`src/rtl/copper_reg_target_pkg.sv`:
```
// copper_reg_target_pkg
// Shared types and constants for the copper register target:
//   - handshake FSM state encoding
//   - address-region codes decoded from adr[7:6]
//   - control/status register offsets within the 256-byte window
//   - byte-lane merge helper used for pending/active writes
package copper_reg_target_pkg;

    typedef enum logic {
        S_IDLE = 1'b0,
        S_ACK  = 1'b1
    } state_t;

    localparam logic [1:0] REGION_PEND = 2'd0;
    localparam logic [1:0] REGION_ACT  = 2'd1;
    localparam logic [1:0] REGION_CTRL = 2'd2;
    localparam logic [1:0] REGION_STAT = 2'd3;

    localparam logic [7:0] CTRL_IMM_OFS   = 8'h80;
    localparam logic [7:0] CTRL_FORCE_OFS = 8'h84;
    localparam logic [7:0] STAT_OFS       = 8'hC0;

    // Replace only the bytes whose lane select is set.
    function automatic logic [31:0] byte_merge(input logic [31:0] old_v,
                                               input logic [31:0] new_v,
                                               input logic [3:0]  sel);
        logic [31:0] r;
        r = old_v;
        for (int b = 0; b < 4; b++) begin
            if (sel[b]) r[8*b +: 8] = new_v[8*b +: 8];
        end
        return r;
    endfunction

endpackage

```
`src/rtl/copper_reg_target_if.sv`:
```
// copper_reg_target_if
// Single-beat bus between the copper/CPU master and the register target.
//   cyc_i/stb_i : cycle valid / strobe          (master -> slave)
//   we_i        : write enable                  (master -> slave)
//   sel_i[3:0]  : byte lane selects             (master -> slave)
//   adr_i[31:0] : byte address                  (master -> slave)
//   dat_i[31:0] : write data                    (master -> slave)
//   ack_o       : acknowledge                   (slave -> master)
//   dat_o[31:0] : read data, zero when not acked (slave -> master)
interface copper_reg_target_if;
    logic        cyc_i;
    logic        stb_i;
    logic        we_i;
    logic [3:0]  sel_i;
    logic [31:0] adr_i;
    logic [31:0] dat_i;
    logic        ack_o;
    logic [31:0] dat_o;

    modport master (
        output cyc_i, stb_i, we_i, sel_i, adr_i, dat_i,
        input  ack_o, dat_o
    );

    modport slave (
        input  cyc_i, stb_i, we_i, sel_i, adr_i, dat_i,
        output ack_o, dat_o
    );
endinterface

```
`src/rtl/copper_reg_target_sync_edge.sv`:
```
// copper_reg_target_sync_edge (sync_edge)
// Two-flop synchronizer followed by a rising-edge detector. Usable for any
// slow asynchronous strobe (vsync, hsync).
//   clk_i  : destination clock
//   rst_ni : asynchronous active-low reset
//   d_i    : asynchronous input
//   rise_o : one-cycle pulse, combinational from the flops, high the cycle
//            after the second synchronizer stage first captures a 1
module copper_reg_target_sync_edge (
    input  logic clk_i,
    input  logic rst_ni,
    input  logic d_i,
    output logic rise_o
);
    // [0],[1] synchronizer stages, [2] previous value for edge detection
    logic [2:0] sync_q;
    logic [2:0] sync_d;

    always_comb begin
        sync_d = {sync_q[1:0], d_i};
    end

    always_ff @(posedge clk_i or negedge rst_ni) begin
        if (!rst_ni) sync_q <= '0;
        else         sync_q <= sync_d;
    end

    assign rise_o = sync_q[1] & ~sync_q[2];
endmodule

```
`src/rtl/copper_reg_target.sv`:
```
// copper_reg_target
// Bus responder for copper MOVE writes and CPU accesses into a double-buffered
// bank of video control registers. Writes land in the pending bank; the
// pending bank is committed into the active bank on vsync rising edge or on a
// force-commit write. Immediate mode writes both banks at once.
//   clk_i    : bus and register clock
//   rst_ni   : asynchronous active-low reset
//   vsync_i  : vertical sync, asynchronous to clk_i
//   bus      : slave side of copper_reg_target_if
//   regs_o   : active bank, register n at [32n+31:32n]
//   commit_o : one-cycle pulse per commit
//   dirty_o  : pending-bank dirty mask
//
// state  | meaning
// S_IDLE | waiting for a selected cyc/stb; access performed on leaving
// S_ACK  | ack_o high, dat_o valid; held until cyc or stb drops
module copper_reg_target
    import copper_reg_target_pkg::*;
#(
    parameter logic [31:0] BASE_ADDR = 32'hFD200000,
    parameter int          NREGS     = 16
) (
    input  logic                  clk_i,
    input  logic                  rst_ni,
    input  logic                  vsync_i,
    copper_reg_target_if.slave    bus,
    output logic [NREGS*32-1:0]   regs_o,
    output logic                  commit_o,
    output logic [NREGS-1:0]      dirty_o
);
    state_t             state_q, state_d;
    logic               ack_q, ack_d;
    logic [31:0]        dat_q, dat_d;
    logic               commit_q, commit_d;
    logic               imm_q, imm_d;
    logic [NREGS-1:0]   dirty_q, dirty_d;
    logic [31:0]        pend_q [NREGS];
    logic [31:0]        pend_d [NREGS];
    logic [31:0]        act_q  [NREGS];
    logic [31:0]        act_d  [NREGS];

    logic        vsync_rise;
    logic        cs, req, access, wr, force_c, commit_c;
    logic [1:0]  region;
    logic [3:0]  idx;
    logic [5:0]  ofs;
    logic [31:0] rdata;
    logic        unused_adr;

    copper_reg_target_sync_edge u_vsync (
        .clk_i  (clk_i),
        .rst_ni (rst_ni),
        .d_i    (vsync_i),
        .rise_o (vsync_rise)
    );

    assign cs         = (bus.adr_i[31:8] == BASE_ADDR[31:8]);
    assign region     = bus.adr_i[7:6];
    assign idx        = bus.adr_i[5:2];
    assign ofs        = bus.adr_i[7:2];
    assign req        = bus.cyc_i & bus.stb_i;
    assign access     = (state_q == S_IDLE) & req & cs;
    assign wr         = access & bus.we_i;
    assign unused_adr = ^bus.adr_i[1:0];

    always_comb begin
        rdata = '0;
        case (region)
            REGION_PEND: rdata = pend_q[idx];
            REGION_ACT:  rdata = act_q[idx];
            REGION_CTRL: if (ofs == CTRL_IMM_OFS[7:2]) rdata = {31'd0, imm_q};
            REGION_STAT: if (ofs == STAT_OFS[7:2])     rdata = 32'(dirty_q);
            default:     rdata = '0;
        endcase
    end

    always_comb begin
        state_d = state_q;
        ack_d   = ack_q;
        dat_d   = dat_q;
        imm_d   = imm_q;
        dirty_d = dirty_q;
        pend_d  = pend_q;
        act_d   = act_q;

        case (state_q)
            S_IDLE: begin
                if (access) begin
                    state_d = S_ACK;
                    ack_d   = 1'b1;
                    dat_d   = bus.we_i ? 32'd0 : rdata;
                end
            end
            S_ACK: begin
                if (!req) begin
                    state_d = S_IDLE;
                    ack_d   = 1'b0;
                    dat_d   = '0;
                end
            end
            default: state_d = S_IDLE;
        endcase

        // A force-commit and a vsync edge in the same cycle merge into one commit.
        force_c  = wr && (region == REGION_CTRL) && (ofs == CTRL_FORCE_OFS[7:2]) && bus.dat_i[0];
        commit_c = vsync_rise | force_c;
        commit_d = commit_c;

        // Commit copies pre-write pending values; a coincident write below
        // re-sets its dirty bit so it survives until the next frame.
        if (commit_c) begin
            for (int n = 0; n < NREGS; n++) begin
                if (dirty_q[n]) act_d[n] = pend_q[n];
            end
            dirty_d = '0;
        end

        if (wr) begin
            case (region)
                REGION_PEND: begin
                    pend_d[idx] = byte_merge(pend_q[idx], bus.dat_i, bus.sel_i);
                    if (imm_q) act_d[idx] = byte_merge(act_d[idx], bus.dat_i, bus.sel_i);
                    else       dirty_d[idx] = 1'b1;
                end
                REGION_CTRL: begin
                    if (ofs == CTRL_IMM_OFS[7:2]) imm_d = bus.dat_i[0];
                end
                default: ;
            endcase
        end
    end

    always_ff @(posedge clk_i or negedge rst_ni) begin
        if (!rst_ni) begin
            state_q  <= S_IDLE;
            ack_q    <= 1'b0;
            dat_q    <= '0;
            commit_q <= 1'b0;
            imm_q    <= 1'b0;
            dirty_q  <= '0;
            for (int n = 0; n < NREGS; n++) begin
                pend_q[n] <= '0;
                act_q[n]  <= '0;
            end
        end else begin
            state_q  <= state_d;
            ack_q    <= ack_d;
            dat_q    <= dat_d;
            commit_q <= commit_d;
            imm_q    <= imm_d;
            dirty_q  <= dirty_d;
            pend_q   <= pend_d;
            act_q    <= act_d;
        end
    end

    always_comb begin
        regs_o = '0;
        for (int n = 0; n < NREGS; n++) regs_o[32*n +: 32] = act_q[n];
    end

    assign bus.ack_o = ack_q;
    assign bus.dat_o = dat_q;
    assign commit_o  = commit_q;
    assign dirty_o   = dirty_q;
endmodule

```
`src/flat_wrapper.sv`:
```
// flat-port wrapper written by rule: the top's interface ports become plain ports
module copper_reg_target_flat import copper_reg_target_pkg::*;
#(
    parameter logic [31:0] BASE_ADDR = 32'hFD200000,
    parameter int          NREGS     = 16
)
  (clk_i, rst_ni, vsync_i, regs_o, commit_o, dirty_o, bus_cyc_i, bus_stb_i, bus_we_i, bus_sel_i, bus_adr_i, bus_dat_i, bus_ack_o, bus_dat_o);
  copper_reg_target_if bus_i ();
  input  logic clk_i;
  input  logic rst_ni;
  input  logic vsync_i;
  output logic [NREGS*32-1:0] regs_o;
  output logic commit_o;
  output logic [NREGS-1:0] dirty_o;
  input wire logic [$bits(bus_i.cyc_i)-1:0] bus_cyc_i;
  input wire logic [$bits(bus_i.stb_i)-1:0] bus_stb_i;
  input wire logic [$bits(bus_i.we_i)-1:0] bus_we_i;
  input wire logic [$bits(bus_i.sel_i)-1:0] bus_sel_i;
  input wire logic [$bits(bus_i.adr_i)-1:0] bus_adr_i;
  input wire logic [$bits(bus_i.dat_i)-1:0] bus_dat_i;
  output wire logic [$bits(bus_i.ack_o)-1:0] bus_ack_o;
  output wire logic [$bits(bus_i.dat_o)-1:0] bus_dat_o;
  assign bus_i.cyc_i = bus_cyc_i;
  assign bus_i.stb_i = bus_stb_i;
  assign bus_i.we_i = bus_we_i;
  assign bus_i.sel_i = bus_sel_i;
  assign bus_i.adr_i = bus_adr_i;
  assign bus_i.dat_i = bus_dat_i;
  assign bus_ack_o = bus_i.ack_o;
  assign bus_dat_o = bus_i.dat_o;
  copper_reg_target #(.BASE_ADDR(BASE_ADDR), .NREGS(NREGS)) u_core (.clk_i(clk_i), .rst_ni(rst_ni), .vsync_i(vsync_i), .bus(bus_i), .regs_o(regs_o), .commit_o(commit_o), .dirty_o(dirty_o));
endmodule
```
`config.mk`:
```
export PLATFORM = sky130hd
export DESIGN_NAME = copper_reg_target_flat
export DESIGN_NICKNAME = d
export VERILOG_FILES = /design/src/rtl/copper_reg_target_pkg.sv /design/src/rtl/copper_reg_target_if.sv /design/src/rtl/copper_reg_target_sync_edge.sv /design/src/rtl/copper_reg_target.sv /design/src/flat_wrapper.sv
export SDC_FILE = /design/constraint.sdc
export NUM_CORES = 2
export LEC_CHECK = 0
export CORE_UTILIZATION = 36
export DETAILED_ROUTE_END_ITERATION = 10
export DONT_BUFFER_PORTS = 1
export GPL_ROUTABILITY_DRIVEN = 1
export GPL_TIMING_DRIVEN = 0
export SYNTH_ARGS = -nofsm -noshare
export SYNTH_HDL_FRONTEND = slang
export SYNTH_SLANG_ARGS = --single-unit
```
`constraint.sdc`:
```
create_clock -name clk_i -period 4.3 [get_ports clk_i]
set_input_delay 0.645 -clock clk_i [delete_from_list [all_inputs] [get_ports clk_i]]
set_output_delay 0.645 -clock clk_i [all_outputs]
set_load 0.02 [all_outputs]
```
==> impl_metrics.py <==
metrics = {
    "timing": {
        "fin_ws_ns": -0.428,
        "fmax_mhz": 211,
        "tns_ns": -45.67,
        "finalWorstPathRequiredPeriod_ns": 4.73,
        "finalCritPeriodShare_pct": 110,
        "fin_worst_skew_ns": 0.0543,
        "setup_viol": 384,
        "max-slew-margin-rel_pct": -15.8,
        "finalMaxSlewViolations": 249,
        "hold_viol_final": 88,
        "hold_ws_ns": -0.199,
        "worst_pin_slew_ns": 1.73,
    },
    "global_route": {
        "grt_pass1_vias": 52600,
        "grt-ovfl-total": 0,
        "grt_pass1_wl_um": 561000,
        "grt_max_degree": 1080,
        "track_usage_pct": 54.1,
        "antenna_found_initial": 68,
    },
    "synthesis": {
        "syn-num-nets": 5126,
        "synthFlopType": "dfrtp_1",
        "netlist_area_sq_um": 57500,
        "ys_seq_area_share_pct": 47.0,
        "synth-seq-cells": 1079,
        "synth_edf_count": 0,
        "synth_cells": 5052,
        "yosysUniqueCellTypes": 77,
        "async_flop_share_pct": 100,
        "avgSynthCellArea_sq_um": 11.4,
        "yosysWarnings": 0,
    },
    "cts": {
        "cts_tree": "built",
        "htreeDepth": 4,
        "clk_latency_ns": 0.86,
        "root_buffer": "clkbuf_16",
        "cts_buffers": 133,
        "clock_path_buffers": 3,
        "clock-sinks": 1079,
        "clkTransAtPathRegs_ns": 0.06,
    },
    "power_and_ir_drop": {
        "peakVddDrop_mv": 0.446,
        "p_leak_nw": 28.4,
        "powerDensity_nw_per_um2": 354,
    },
    "floorplan": {
        "core.rowCount": 146,
        "start_util_pct": 36.3,
        "fp.dieH_um": 402,
        "die-area_sq_um": 161000,
        "core_area_sq_um": 158000,
        "die_w_um": 402,
        "pin_count": 636,
    },
    "finish": {
        "final_net_count": 5371,
        "drive_above_1_share_pct": 22.3,
        "final_util_pct": 42.6,
        "syn_to_final_growth_pct": 17.4,
    },
    "route": {
        "drcViolationCount": 0,
        "dr.pass1.iters": 10,
        "routed_wl_um": 447000,
        "vias_per_cell": 7.68,
        "vias": 57900,
        "ant_nets": 0,
        "wire_per_inst_um": 59.3,
        "drt_iter0_drc": 10900,
    },
    "hold_path": {
        "hold_path_class": "in -> async",
    },
    "placement": {
        "dp_hpwl_um": 309000,
        "io_buffers": 0,
        "pre_cts_slack_ns": -2.84,
        "place_congestion": 1.06,
    },
    "flow_run": {
        "drv_cap": 25,
    },
    "status": {
        "failed_checks": "hold timing, capacitance limit, slew limit, setup timing",
        "status": "complete, but fails checks",
    },
    "setup_path": {
        "critical_path.endpoint_type": "flip-flop",
        "crit_fanout": 10,
        "rr_startpoint": "u_core.state_q",
        "reg2reg_to": "u_core.regs_o[16]",
        "path_class": "in -> reg",
        "critPathRequiredTime_ns": 5.03,
        "r2r_slack_ns": -0.06,
        "critPathLaunchType": "input pin",
        "r2r_cells": 14,
        "critPathArrivalTime_ns": 5.46,
    },
}
## where the power goes
| part | switching, mW | total, mW | internal, mW |
|---|---|---|---|
| clock network | 5.36 | 12.0 | 6.68 |
| logic | 1.37 | 1.70 | 0.331 |
| registers | 0.00125 | 10.2 | 10.2 |
| total | 6.73 | 23.9 | 17.2 |
## cell usage after synthesis (all sizes together) (6+ instances only)
| cell | instances | area, sq um |
|---|---|---|
| a22o | 22 | 193 |
| nand2 | 687 | 2590 |
| o41ai | 21 | 507 |
| nor4 | 9 | 68.8 |
| and2 | 6 | 37.5 |
| nand2b | 23 | 144 |
| inv | 22 | 82.6 |
| mux2i | 673 | 6740 |
| a41o | 9 | 90.1 |
| nor2 | 191 | 717 |
| nor2b | 17 | 106 |
| a21boi | 8 | 60.1 |
| and4b | 6 | 60.1 |
| nand4 | 10 | 62.6 |
| nand3 | 23 | 115 |
| o22a | 12 | 105 |
| o21ai | 549 | 2750 |
| mux4 | 321 | 7230 |
| buf | 158 | 992 |
| nor3 | 22 | 115 |
| clkbuf | 322 | 1210 |
| a21oi | 210 | 1050 |
| o31ai | 20 | 155 |
| mux2 | 153 | 1720 |
| dfrtp | 1079 | 27000 |
| o211ai | 10 | 75.1 |
| o22ai | 163 | 1070 |
| a22oi | 149 | 1190 |
| o2bb2ai | 18 | 158 |
| a31oi | 47 | 294 |
| a32oi | 6 | 52.6 |
| or4 | 20 | 150 |
| a211oi | 14 | 105 |
## area by class of cell
cell class                 count  area [sq um]
buffer                       475          2820
timing repair buffer         115          1650
multi-input combinational   3470         28700
tap                         2072          2590
antenna                       62           155
sequential                  1079         27000
inverter                      23          86.3
clock buffer                 197          3820
clock inverter                43           666
fill                       15000         90900
## per-layer routing
| metal | share of wire [%] | global-route usage [%] | up-vias |
|---|---|---|---|
| met1 | 34 | 62.0 | 29600 |
| met3 | 18 | 33.6 | 2108 |
| met2 | 38 | 69.5 | 6682 |
| met4 | 10 | 45.6 | 41 |
| li1 | - | - | 19400 |
| met5 | 0.17 | 2.08 | - |
## worst max-delay path by stage
stage / slack (ns) / depth (start not counted) / to / startpoint
2_1_floorplan: 0.49 / 11 / u_core.regs_o[0] / bus_adr_i[5]
3_3_place_gp: -5.63 / 7 / u_core.regs_o[27] / bus_adr_i[2]
3_5_place_dp: -2.84 / 11 / u_core.regs_o[130] / bus_adr_i[2]
4_1_cts: -0.01 / 12 / u_core.regs_o[401] / u_core.state_q
5_1_grt: -0.03 / 9 / u_core.bus.dat_o[21] / bus_adr_i[3]
6_report: -0.43 / 11 / u_core.regs_o[154] / bus_adr_i[2]
## metrics by stage
stage / power [mW] / area (sq um) / instances
2_1_floorplan: 10.9 / 57500 / 5052
3_3_place_gp: 11.6 / 60100 / 7124
3_5_place_dp: 11.6 / 61300 / 7173
4_1_cts: 23.3 / 66800 / 7452
5_1_grt: 24.0 / 67400 / 7485
6_report: 23.9 / 67500 / 7536
## worst max-delay path, cell delays in order
cell	delay (ns)
buf_2	0.22
clkbuf_1	0.24
buf_2	0.43
nor2_1	0.43
nand2_2	0.52
nor2_4	0.64
nand2b_1	0.18
clkbuf_2	0.47
nor2_4	0.58
clkbuf_2	0.75
mux2i_1	0.26
## registers in the layout, summed over array words and instances, names as in the netlist
signal                 count
u_core.u_vsync.sync_q      3
u_core.regs_o            512
u_core.commit_o            1
u_core.bus.ack_o           1
u_core.state_q             1
u_core.bus.dat_o          32
u_core.imm_q               1
u_core.dirty_o            16
u_core.pend_q            512
## layout by cell type, fill, tap and decap left out, types with 15 or more instances in the layout
master / instances
a21oi_1: 210
a22o_1: 22
a22oi_1: 141
a31oi_1: 47
buf_12: 22
buf_16: 27
buf_2: 62
buf_4: 82
buf_6: 38
buf_8: 21
clkbuf_1: 206
clkbuf_16: 133
clkbuf_2: 120
clkbuf_4: 31
clkbuf_8: 25
dfrtp_1: 1079
diode_2: 62
inv_1: 22
mux2_2: 147
mux2i_1: 656
mux4_2: 321
nand2_1: 679
nand2b_1: 22
nand3_1: 16
nor2_1: 169
nor2b_1: 16
nor3_1: 15
o21ai_0: 548
o22ai_1: 155
o2bb2ai_1: 18
o31ai_1: 18
o41ai_4: 18
or4_1: 20
## what timing repair did
action | in CTS | in global routing
setup endpoints to repair | 999 | 373
cloned | 0 | 0
pin swaps | 24 | 6
hold endpoints to repair | 1081 | 41
setup buffers | 40 | 13
hold buffers | 3 | 2
gates resized for setup | 207 | 78
## cells by family (layout without fill, tap and decap cells)
| group | after synthesis | count (layout) | share of synthesized area (%) |
|---|---|---|---|
| flops | 1079 | 1079 | 47.0 |
| other cells | 0 | 62 | 0 |
| compound gates | 1293 | 1293 | 14.3 |
| mux | 1147 | 1147 | 27.3 |
| simple gates | 1030 | 1030 | 7.51 |
| buf+inv | 503 | 853 | 3.98 |
Note: power is estimated with default switching activity, not from simulation.
